$ cat src/rtl/bo_datapath.sv
// rtl/bo_datapath.sv - X/H/S register datapath around one shared add/multiply ALU; optional macro BO_DATAPATH_SATURATE_EN
module bo_datapath #(
    parameter int WIDTH  = 8,
    parameter int COEF_A = 3,
    parameter int COEF_B = 5,
    parameter int COEF_C = 2,
    parameter int COEF_D = 7
) (
    input  logic             clk,
    input  logic             reset,
    input  logic [WIDTH-1:0] x_in,
    input  logic             LX,
    input  logic             LH,
    input  logic             LS,
    input  logic             Hula,
    input  logic [1:0]       M0,
    input  logic [1:0]       M1,
    input  logic [1:0]       M2,
    output logic [WIDTH-1:0] x_q,
    output logic [WIDTH-1:0] h_q,
    output logic [WIDTH-1:0] s_q,
    output logic             valid,
    output logic             ovf
);

    localparam logic [WIDTH-1:0] CA = WIDTH'(COEF_A);
    localparam logic [WIDTH-1:0] CB = WIDTH'(COEF_B);
    localparam logic [WIDTH-1:0] CC = WIDTH'(COEF_C);
    localparam logic [WIDTH-1:0] CD = WIDTH'(COEF_D);

    logic [WIDTH-1:0]   coef;
    logic [WIDTH-1:0]   op_a;
    logic [WIDTH-1:0]   op_b;
    logic [2*WIDTH-1:0] a_ext;
    logic [2*WIDTH-1:0] b_ext;
    logic [2*WIDTH-1:0] full;
    logic               ovf_cond;
    logic [WIDTH-1:0]   alu_res;

    logic [WIDTH-1:0]   x_d;
    logic [WIDTH-1:0]   h_d;
    logic [WIDTH-1:0]   s_d;
    logic               valid_d;
    logic               valid_q;
    logic               ovf_d;
    logic               ovf_q;

    // Operand muxes: coefficient table, then A and B selects over coef/X/H/S
    always_comb begin
        coef = CA;
        op_a = '0;
        op_b = '0;
        unique case (M0)
            2'b00: coef = CA;
            2'b01: coef = CB;
            2'b10: coef = CC;
            default: coef = CD;
        endcase
        unique case (M1)
            2'b00: op_a = coef;
            2'b01: op_a = x_q;
            2'b10: op_a = h_q;
            default: op_a = s_q;
        endcase
        unique case (M2)
            2'b00: op_b = x_q;
            2'b01: op_b = coef;
            2'b10: op_b = s_q;
            default: op_b = h_q;
        endcase
    end

    // Shared ALU: double-width result so any carry or high product bits flag overflow
    always_comb begin
        a_ext    = {{WIDTH{1'b0}}, op_a};
        b_ext    = {{WIDTH{1'b0}}, op_b};
        full     = Hula ? (a_ext * b_ext) : (a_ext + b_ext);
        ovf_cond = |full[2*WIDTH-1:WIDTH];
`ifdef BO_DATAPATH_SATURATE_EN
        alu_res  = ovf_cond ? {WIDTH{1'b1}} : full[WIDTH-1:0];
`else
        alu_res  = full[WIDTH-1:0];
`endif
    end

    // Next-state: independent load enables; a set of valid/ovf beats an LX clear
    always_comb begin
        x_d     = LX ? x_in : x_q;
        h_d     = LH ? alu_res : h_q;
        s_d     = LS ? alu_res : s_q;
        valid_d = valid_q;
        ovf_d   = ovf_q;
        if (LX) begin
            valid_d = 1'b0;
            ovf_d   = 1'b0;
        end
        if (LS) begin
            valid_d = 1'b1;
        end
        if ((LH || LS) && ovf_cond) begin
            ovf_d = 1'b1;
        end
    end

    // State registers, cleared immediately by reset even mid-sequence
    always_ff @(posedge clk or posedge reset) begin
        if (reset) begin
            x_q     <= '0;
            h_q     <= '0;
            s_q     <= '0;
            valid_q <= 1'b0;
            ovf_q   <= 1'b0;
        end else begin
            x_q     <= x_d;
            h_q     <= h_d;
            s_q     <= s_d;
            valid_q <= valid_d;
            ovf_q   <= ovf_d;
        end
    end

    assign valid = valid_q;
    assign ovf   = ovf_q;

endmodule

$ cat config.mk
export PLATFORM = sky130hd
export DESIGN_NAME = bo_datapath
export DESIGN_NICKNAME = d
export VERILOG_FILES = /design/src/rtl/bo_datapath.sv
export SDC_FILE = /design/constraint.sdc
export NUM_CORES = 1
export LEC_CHECK = 0
export CAP_MARGIN = 5
export CORE_ASPECT_RATIO = 2
export CORE_UTILIZATION = 47
export CTS_CLUSTER_DIAMETER = 50
export CTS_CLUSTER_SIZE = 10
export DETAILED_ROUTE_END_ITERATION = 8
export PLACE_DENSITY = 0.83
export SLEW_MARGIN = 20
export SYNTH_ARGS = -nofsm -noshare
export SYNTH_HDL_FRONTEND = slang
export SYNTH_SLANG_ARGS = --single-unit
$ cat constraint.sdc
create_clock -name clk -period 5 [get_ports clk]
set_input_delay 0.5 -clock clk [delete_from_list [all_inputs] [get_ports clk]]
set_output_delay 0.5 -clock clk [all_outputs]
set_load 0.02 [all_outputs]
==> metrics.csv <==
metric,value,unit
ys_seq_area_frac,0.1668,
wl,13.11,mm
drv_slew,0,
synth.distinct_cells,51,
fillers,541,
synth_flop_cell,dfrtp_1,
final_cells,649,
track_usage,0.3274,
arrival,5.30,ns
cts_root_buffer,clkbuf_16,
synth_mux_area_frac,0.1007,
num_vias,3862,
crit_type,flop to flop,
synth_fa_ha_area_frac,0.3311,
drive_gt1_frac,0.2821,
antenna_cells,0,
first_pass_iters,5,
syn_to_final_growth,38.18,%
synth_cells,432,
setup_viol_count_final,1,
synth_top_family_by_area,adder cells,
dp_slack,-0.7216,ns
overflow,0,
globalplace.congestion,0.9764,
ios,46,
fin_crit,5.131,ns
clk_path_buf_depth,2,
die_h,130.8,um
die-width,66.41,um
drt-initial-drc-count,221,
worst_pin_slew,0.7553,ns
antenna_found_initial,0,
initial_utilization,0.4875,
nets,655,
clkLatencyLatePin,0.28,ns
cts_max_level,1,
synth_compound_area_frac,0.1476,
ant_nets,0,
yosysWarnings,0,
setup_ws,-0.1313,ns
critPathLaunchType,flop,
cp_cell_sequence,mux4_2 > and2_4 > fa_1 > inv_2 > fa_1 > fa_1 > fa_1 > inv_2 > ha_4 > buf_6 > a221oi_4 > a311o_1 > and3_4 > o2111ai_2 > o32a_1,
synthXorXnorAreaFrac,0.01347,
synth_nets,533,
run_status,finished with violations,
cts_tree,done,
slew_headroom,0.4949,
dp_cells,629,
cpMostUsedCell,fa_1,
numCtsBuffers,3,
design.core.area,8000,um^2
final_cell_mix,"buf_4, inv_1, clkdlybuf4s50_1",
dp_hpwl,9.679,mm
fp-row-count,46,
viasPerCell,5.951,
async_reset_ff_frac,1.000,
grt_max_degree,27,
clkSinkCount,26,
crit_path_top_delay_cell,mux4_2,
final-hold-violation-count,0,
post-route-drc-count,0,
synth_area_per_cell,9.028,um^2
ys_ff_latch,26,
min_period_over_period,1.026,
hold_slack,0.4909,ns
slowest_delay,0.58,ns
min_path_type,flop to flop,
grt_pass1_wl,20.74,mm
crit_fanout,5,
crit_required,5.17,ns
clock.fmax,194.9,MHz
synth_edf_count,0,
fin_worst_skew,0.004463,ns
cts.clk_slew.worst_paths,0.07,ns
max-cap-violations,0,
grt_setup_unrepaired,true,
drt-wirelength-per-cell,20.21,um
final_util,0.6736,
syn_area,3900,um^2
violations,setup timing,
final_common_cell,buf_4,
synth-simple-area-share,0.1578,
crit_path_end_kind,flop,
die_area,8688,um^2
io_buffers,45,
grt_pass1_vias,4248,
## logic make-up after synthesis
group | Yosys count
compound gates | 81
simple gates | 122
flops | 26
buf+inv | 85
mux | 31
fa+ha+maj | 81
xor+xnor | 6
## final cells by class
type	instances	area, um^2	area share
timing repair buffer	131	1149	0.2131
inverter	71	266.5	0.04945
multi-input combinational	321	3098	0.5749
sequential	26	650.6	0.1207
tap	96	120.1	0.02229
clock inverter	1	30.03	0.005572
clock buffer	3	75.07	0.01393
## path summary, 6_finish.rpt
check	start	endpoint	slack, ns	cells after the start
worst max-delay path	x_q[2]$_DFFE_PP0P_	ovf$_DFFE_PP0P_	-0.13	15
max in group asynchronous	reset	x_q[1]$_DFFE_PP0P_	4.01	2
worst max register to register	x_q[2]$_DFFE_PP0P_	ovf$_DFFE_PP0P_	-0.13	15
min in group asynchronous	reset	x_q[5]$_DFFE_PP0P_	0.60	2
worst min register to register	valid$_DFFE_PP0P_	valid$_DFFE_PP0P_	0.49	1
worst min-delay path	valid$_DFFE_PP0P_	valid$_DFFE_PP0P_	0.49	1
## flip-flops by register name, indices dropped and copies added (netlist names)
register	cells
h_q	8
valid	1
s_q	8
x_q	8
ovf	1
## worst max-delay path, delay by kind of cell, from the launching register on
kind	cells	cell delay, ns
compound gates	4	1.09
fa+ha+maj	5	2.32
buf+inv	3	0.22
flops	1	0.41
mux	1	0.58
simple gates	2	0.39
## metal layers
| metal | GRT usage | vias up | wire length (um) |
|---|---|---|---|
| met5 | 0 | - | 0 |
| met4 | 0.2403 | 0 | 1070 |
| met3 | 0.06684 | 91 | 718 |
| met2 | 0.6050 | 200 | 7281 |
| met1 | 0.3049 | 1866 | 4044 |
| li1 | - | 1705 | - |
## cell usage after synthesis, drive strengths merged (9+ instances only)
master | number | area share
and2 | 29 | 0.047
ha | 44 | 0.14
dfrtp | 26 | 0.17
nand2 | 32 | 0.031
o21ai | 16 | 0.021
mux2 | 16 | 0.046
a21oi | 20 | 0.027
clkbuf | 10 | 0.0096
inv | 71 | 0.068
nor2 | 21 | 0.020
mux2i | 10 | 0.026
nor2b | 9 | 0.014
nand3 | 12 | 0.015
fa | 37 | 0.19
## stage by stage
| step | area, um^2 | TNS (ns) |
|---|---|---|
| 3_3_place_gp | 5030 | -1.100 |
| 6_report | 5389 | -0.1313 |
| 3_5_place_dp | 5030 | -1.505 |
| 4_1_cts | 5339 | -0.01124 |
| 5_1_grt | 5389 | -0.2506 |
| 2_1_floorplan | 3996 | 0 |
## repair_timing
item,in CTS,in global routing
pin swaps,30,14
gates cloned,1,0
hold buffers,0,0
gates resized for setup,47,7
endpoints found under the setup margin,3,1
setup buffers,11,4
Power is left out: the tool's default activity adds up to more than one toggle a clock period on the data nets, which glitch-free logic cannot reach.
